==> config.mk <==
export PLATFORM = sky130hd
export DESIGN_NAME = shift_step_sequencer
export DESIGN_NICKNAME = d
export VERILOG_FILES = /design/src/rtl/shift_step_sequencer.sv
export SDC_FILE = /design/constraint.sdc
export NUM_CORES = 1
export LEC_CHECK = 0
export ABC_AREA = 0
export CAP_MARGIN = 40
export CORE_UTILIZATION = 45
export CTS_BUF_LIST = sky130_fd_sc_hd__clkbuf_4
export DETAILED_ROUTE_END_ITERATION = 16
export GPL_TIMING_DRIVEN = 0
export PLACE_DENSITY_LB_ADDON = 0.08
export SLEW_MARGIN = 20
export SYNTH_ARGS = -nofsm -noshare
export SYNTH_HDL_FRONTEND = slang
export SYNTH_SLANG_ARGS = --single-unit
==> constraint.sdc <==
create_clock -name clk -period 3.3 [get_ports clk]
set_input_delay 0.66 -clock clk [delete_from_list [all_inputs] [get_ports clk]]
set_output_delay 0.66 -clock clk [all_outputs]
set_load 0.02 [all_outputs]
==> src/rtl/shift_step_sequencer.sv <==
// shift_step_sequencer
// Command stage in front of a 4-bit combinational shifter. A request for a
// shift of up to 2**AMT_W-1 positions is broken into steps of at most 3. Each
// step drives the shifter once and captures its output back into the
// accumulator, so the shifter itself only ever sees sel in 0..3. The final
// word is then held on a valid/ready result port.
module shift_step_sequencer #(
    parameter int AMT_W = 3
) (
    input  logic             clk,
    input  logic             rst_n,
    input  logic             req_valid,
    output logic             req_ready,
    input  logic [3:0]       req_data,
    input  logic [AMT_W-1:0] req_amt,
    input  logic             req_dir,
    input  logic             req_op,
    output logic [3:0]       sh_d_in,
    output logic [1:0]       sh_sel,
    output logic             sh_dir,
    output logic             sh_op,
    input  logic [3:0]       sh_d_out,
    output logic             res_valid,
    input  logic             res_ready,
    output logic [3:0]       res_data,
    output logic             busy
);

    // Two spare bits let the remaining-amount arithmetic be done without
    // truncation for any AMT_W, including widths narrower than a step.
    localparam int EW = AMT_W + 2;

    typedef enum logic [1:0] {
        ST_IDLE = 2'd0,
        ST_RUN  = 2'd1,
        ST_DONE = 2'd2
    } state_t;

    state_t           state_q, state_d;
    logic [3:0]       acc_q, acc_d;
    logic [AMT_W-1:0] rem_q, rem_d;
    logic             dir_q, dir_d;
    logic             op_q, op_d;

    logic [1:0]       step;
    logic [EW-1:0]    rem_left;

    // Largest step the shifter can take this cycle: min(remaining, 3).
    function automatic logic [1:0] step_of(input logic [AMT_W-1:0] r);
        logic [EW-1:0] e;
        e = EW'(r);
        if (e >= EW'(3)) begin
            return 2'd3;
        end
        return e[1:0];
    endfunction

    // Step amount for the current cycle and the amount still owed after it.
    always_comb begin
        step     = (state_q == ST_RUN) ? step_of(rem_q) : 2'd0;
        rem_left = EW'(rem_q) - EW'(step);
    end

    // Next-state and datapath update for the IDLE/RUN/DONE sequence.
    always_comb begin
        state_d = state_q;
        acc_d   = acc_q;
        rem_d   = rem_q;
        dir_d   = dir_q;
        op_d    = op_q;
        case (state_q)
            ST_IDLE: begin
                if (req_valid) begin
                    acc_d   = req_data;
                    rem_d   = req_amt;
                    dir_d   = req_dir;
                    op_d    = req_op;
                    state_d = (req_amt == '0) ? ST_DONE : ST_RUN;
                end
            end
            ST_RUN: begin
                // step never exceeds rem, so rem_left cannot wrap.
                acc_d = sh_d_out;
                rem_d = rem_left[AMT_W-1:0];
                if (rem_left == '0) begin
                    state_d = ST_DONE;
                end
            end
            ST_DONE: begin
                if (res_ready) begin
                    state_d = ST_IDLE;
                end
            end
            default: begin
                state_d = ST_IDLE;
            end
        endcase
    end

    // State register; reset discards any in-flight request or pending result.
    always_ff @(posedge clk) begin
        if (!rst_n) begin
            state_q <= ST_IDLE;
            acc_q   <= 4'd0;
            rem_q   <= '0;
            dir_q   <= 1'b0;
            op_q    <= 1'b0;
        end else begin
            state_q <= state_d;
            acc_q   <= acc_d;
            rem_q   <= rem_d;
            dir_q   <= dir_d;
            op_q    <= op_d;
        end
    end

    // All outputs are decoded from registered state only.
    always_comb begin
        req_ready = (state_q == ST_IDLE);
        busy      = (state_q != ST_IDLE);
        res_valid = (state_q == ST_DONE);
        res_data  = acc_q;
        sh_d_in   = acc_q;
        sh_sel    = step;
        sh_dir    = dir_q;
        sh_op     = op_q;
    end

endmodule

==> results of run 1 <==
==> flip-flops by register name, indices dropped and copies added (netlist names) <==
name	flops
rem_q	3
res_data	4
sh_op	1
sh_dir	1
state_q	2
==> worst max-delay path by stage <==
stage | startpoint | endpoint | slack, ns | cells past startpoint
2_1_floorplan | state_q[0] | state_q[1] | 1.15 | 10
3_3_place_gp | state_q[0] | sh_sel[1] | 1.06 | 6
3_5_place_dp | state_q[0] | sh_sel[1] | 1.01 | 6
4_1_cts | state_q[0] | sh_sel[1] | 0.70 | 6
5_1_grt | state_q[0] | sh_sel[1] | 0.59 | 6
6_report | state_q[0] | sh_sel[1] | 0.70 | 6
==> stage by stage <==
| step | area (um^2) | setup WS [ns] | total power (W) | utilization [%] | hold slack (ns) |
|---|---|---|---|---|---|
| 3_3_place_gp | 1030 | 1.06 | 0.000484 | 75.4 | 0.451 |
| 4_1_cts | 1060 | 0.703 | 0.000603 | 77.6 | 0.485 |
| 3_5_place_dp | 1030 | 1.01 | 0.000497 | 75.4 | 0.474 |
| 2_1_floorplan | 701 | 1.15 | 0.000375 | - | 0.462 |
| 5_1_grt | 1060 | 0.592 | 0.000638 | 77.6 | 0.503 |
| 6_report | 1060 | 0.704 | 0.000600 | 77.6 | 0.479 |
==> logic make-up after synthesis <==
logic type / count (synthesis) / synth area share [%]
compound gates: 23 / 23.6
xor+xnor: 1 / 1.25
fa+ha+maj: 3 / 6.43
buf+inv: 16 / 13.0
flops: 11 / 31.4
mux: 4 / 5.71
simple gates: 27 / 18.6
==> cells in the mapped netlist, types with 2 or more instances <==
| cell | number |
|---|---|
| dfxtp_1 | 11 |
| nand2_1 | 9 |
| inv_1 | 7 |
| nor2_1 | 7 |
| buf_4 | 6 |
| a21oi_1 | 4 |
| mux2i_1 | 4 |
| o211a_1 | 4 |
| o21ai_0 | 4 |
| a21boi_0 | 2 |
| a21boi_1 | 2 |
| and2b_1 | 2 |
| ha_1 | 2 |
| nand2b_1 | 2 |
| nand3_1 | 2 |
| nor3b_1 | 2 |
| o211ai_1 | 2 |
==> final cells by class <==
cell class / count / area, um^2
fill: 108 / 307
multi-input combinational: 58 / 389
clock buffer: 4 / 30.0
buffer: 9 / 65.1
timing repair buffer: 31 / 310
tap: 15 / 18.8
inverter: 7 / 26.3
sequential: 11 / 220
==> routing by layer <==
layer	GRT usage (%)	part of all wire (%)
met4	11.0	0.94
met1	26.9	44
met3	3.91	3.6
met5	0	0
met2	40.3	52
==> power groups by stage <==
stage          logic, W  registers, W  clock network, W
6_report       0.000320      0.000177          0.000103
3_3_place_gp   0.000306      0.000178                 0
3_5_place_dp   0.000318      0.000179                 0
5_1_grt        0.000343      0.000180          0.000115
4_1_cts        0.000319      0.000177          0.000107
2_1_floorplan  0.000185      0.000190                 0
==> worst max-delay path: stages (launching register included) <==
cell	delay (ns)
dfxtp_1	0.34
buf_4	0.16
and2b_1	0.14
buf_6	0.15
o21ai_0	0.12
inv_1	0.14
clkdlybuf4s50_1	0.61
==> out/summary.txt, run 1 <==
Vias/cell = 5.32
die area = 1720 um^2
crit path time final = 2.60 ns
IO buf count = 31
I/O pins = 32
Synth area leaders = dfxtp_1, buf_4, mux2i_1
Rows = 13
fin crit share = 78.7%
diode count = 0
DP HPWL = 1370 um
first-pass GRT wire length = 3110 um
share of the yosys chip area belonging to registers = 31.4%
Max VDD drop = 336 uV
initial core utilization = 51.3%
Worst Max-Slew Pin Slew = 0.433 ns
P_int = 0.000373 W
Comb pwr share = 53.4%
CORE AREA = 1370 um^2
Iter 0 DRT Violations = 12
dpl cells = 131
CTS tree = built
Main synth FF type = dfxtp_1
Hold Buf Count CTS = 0
CP Launch Type = register
number of synthesized flops with an enable pin = 0
pin count of the biggest net entering global routing = 11
Synth top area share = 31.4%
# DRC = 0
# setup viols final = 0
leakage = 0.469 nW
YS warnings = 0
sw frac = 37.9%
Synth cell types = 30
CTS Buf Count = 3
commonest non-fill, non-tap cell in the layout = clkdlybuf4s50_1
arrival time at the worst endpoint = 1.94 ns
Bufs on Longest Clock Path = 2
max_cap viols = 0
hold endpoint = sh_op
crit path max fanout = 10
R2R depth = 10
gr ovfl total = 0
CTS Root Cell = clkbuf_4
cell accounting for the most synthesized area = dfxtp_1
aggregate global-route resource usage = 23.0%
final wirelength = 1810 um
register bit count reported by yosys = 11
area grow syn2layout = 51.3%
CTS sink count = 11
Hold Path Depth = 2
Hold Vio Cnt, Final = 0
Detail Route Antenna Nets = 0
sequential share of power = 29.4%
RD Place Congestion = 0.863
CTS resizes = 0
status = finished clean
P per Cell Area = 566 nW/um^2
relative slew slack = 71.1%
Die Y = 41.5 um
register-to-register setup slack = 1.06 ns
Clk network pwr share = 17.2%
clock transition at the registers of the reported paths = 0.07 ns
Setup TNS = 0 ns
nets@finish = 141
f_max = 385 MHz
worst path required time = 2.64 ns
RSZ-0062 raised after global routing = false
Synthesized Nets = 105
Cell Area, Synth = 701 um^2
Hold Crit Class = reg2reg
vias in the first global route = 723
worst clock skew = 0.00209 ns
asr flop ratio synth = 0%
worst-skew pair later-pin latency = 0.27 ns
reg2reg start = state_q[0]
worst hold start = sh_op
commonest non-fill, non-tap cells in the layout = clkdlybuf4s50_1, dfxtp_1, nand2_1, nor2_1, inv_1
share of cells above drive strength 1 = 10.0%
Layout Cells excl Fill = 135
Setup CP Type = reg2out
H-tree depth = 1
TritonRoute pass-1 iters = 4
Post-CTS Setup Repair Bufs = 0
initial antenna violation count = 0
Post-Syn Area per Cell = 8.24 um^2
fin. max-slew vios = 0
routed length per placed instance = 13.4 um
RR Endpoint = state_q[0]
vias post-DR = 718
sw power = 0.000227 W
die width = 41.5 um
Synth Instances = 85
endpoint class of the critical path = output port
(Power assumes the default switching activity.)
==> run 2: changes to the inputs <==
CORE_UTILIZATION = 38   (was 45)
clock period = 2.2 ns   (was 3.3 ns; I/O delays follow)
==> run 2 against run 1 <==
Net effect: sequential cell count did not move; via count rose by 1.8%; power rose by 55%; setup slack got worse by 0.62 ns; sequential share of layout area fell by 0.98 points; global-route usage fell by 4.2 points; die area rose by 17%; largest power group unchanged.
==> out/summary.txt, run 2 (same netlist as run 1, synthesis figures left out) <==
status = finished clean
CTS Root Cell = clkbuf_4
final cell area excluding filler cells = 1120 um^2
pin count of the biggest net entering global routing = 11
RD Place Congestion = 0.768
Fillers = 159
Setup CP Type = reg2reg
Setup TNS = 0 ns
Detail Route Antenna Nets = 0
Vias/cell = 4.91
final wirelength = 1770 um
CORE AREA = 1730 um^2
initial core utilization = 40.6%
vias in the first global route = 682
TritonRoute pass-1 iters = 2
CP Launch Type = register
initial antenna violation count = 0
CTS sink count = 11
Placed Area = 1040 um^2
worst hold start = sh_dir
CTS Buf Count = 3
diode count = 0
Iter 0 DRT Violations = 4
commonest non-fill, non-tap cells in the layout = clkdlybuf4s50_1, dfxtp_1, nand2_1, buf_4, inv_1
# setup viols final = 0
gr ovfl total = 0
clock transition at the registers of the reported paths = 0.07 ns
RR Endpoint = state_q[0]
I/O pins = 32
worst setup path end = state_q[0]
worst-skew pair later-pin latency = 0.27 ns
H-tree depth = 1
crit path max fanout = 7
RSZ-0062 raised after global routing = true
DP HPWL = 1340 um
crit path time final = 2.11 ns
area grow syn2layout = 59.6%
Die Y = 44.9 um
Hold Crit Class = reg2reg
max reg flops = 4
Hold Vio Cnt, Final = 0
vias post-DR = 731
Rows = 15
fin. max-slew vios = 0
leakage = 0.500 nW
Hold Path Depth = 2
# DRC = 0
relative slew slack = 72.7%
routed length per placed instance = 11.9 um
reg2reg start = state_q[0]
Hold Buf Count CTS = 0
CTS tree = built
worst clock skew = 0.00182 ns
R2R depth = 10
first-pass GRT wire length = 2770 um
aggregate global-route resource usage = 18.8%
share of cells above drive strength 1 = 16.9%
nets@finish = 145
CP Launch Point = state_q[0]
die area = 2020 um^2
endpoint class of the critical path = register
die width = 44.9 um
fin crit share = 96.1%
commonest non-fill, non-tap cell in the layout = clkdlybuf4s50_1
worst path required time = 2.35 ns
Bufs on Longest Clock Path = 2
Worst Max-Slew Pin Slew = 0.409 ns
f_max = 473 MHz
register-to-register setup slack = 0.09 ns
max_cap viols = 0
Max VDD drop = 503 uV
IO buf count = 31
P per Cell Area = 832 nW/um^2
arrival time at the worst endpoint = 2.27 ns
-- run 2: final cells by class --
class                   count  area [um^2]  area share (%)
plain buffers               9         68.8            6.15
repair buffers             35          338            30.2
flip-flops and latches     11          221            19.8
multi-input cells          58          403            36.0
well taps                  25         31.3            2.80
clock buffers               4         30.0            2.68
inverters                   7         26.3            2.35
-- run 2: timing repair --
action,CTS,global route
gates resized for setup,4,4
pin swaps,0,6
setup endpoints to repair,5,2
setup buffers,0,4
-- run 2: metal layers --
metal  global-route usage [%]  part of all wire, %  vias to the layer above
li1                         -                    -                      368
met4                     8.48                 0.74                        0
met3                     4.40                  4.4                        2
met1                     21.0                   42                      341
met2                     33.6                   53                       20
met5                        0                    0                        -
-- run 2: through the flow --
stage	instances	utilization [%]	power, W	setup WS [ns]	hold WS [ns]
3_3_place_gp	141	60.4	0.000729	0.0165	0.453
6_report	149	64.8	0.000930	0.0862	0.475
2_1_floorplan	85	-	0.000563	0.0537	0.462
3_5_place_dp	141	60.4	0.000744	-0.0200	0.464
5_1_grt	149	64.8	0.000991	-0.00724	0.510
4_1_cts	145	62.2	0.000905	0.00618	0.478
-- run 2: how the worst min path moves through the flow --
stage,endpoint
after floorplan,rem_q[0]
after global placement,sh_op
after detailed placement,sh_dir
after CTS,sh_dir
after global routing,sh_dir
final,sh_dir
-- run 2: where the power goes --
part	internal [W]	switching [W]	total, W	leakage [nW]
combinational	0.000266	0.000244	0.000509	0.390
clock	0.0000825	0.0000731	0.000156	0.0184
sequential	0.000237	0.0000288	0.000266	0.0913
-- run 2: critical path, stage by stage, from the launching register on --
cell and delay [ns]:
dfxtp_2 0.33, buf_6 0.12, and2b_1 0.16, buf_6 0.12, o21a_1 0.11, ha_2 0.20, fa_2 0.38, xnor2_1 0.16
nand4_1 0.13, o22ai_2 0.19, a21oi_1 0.10
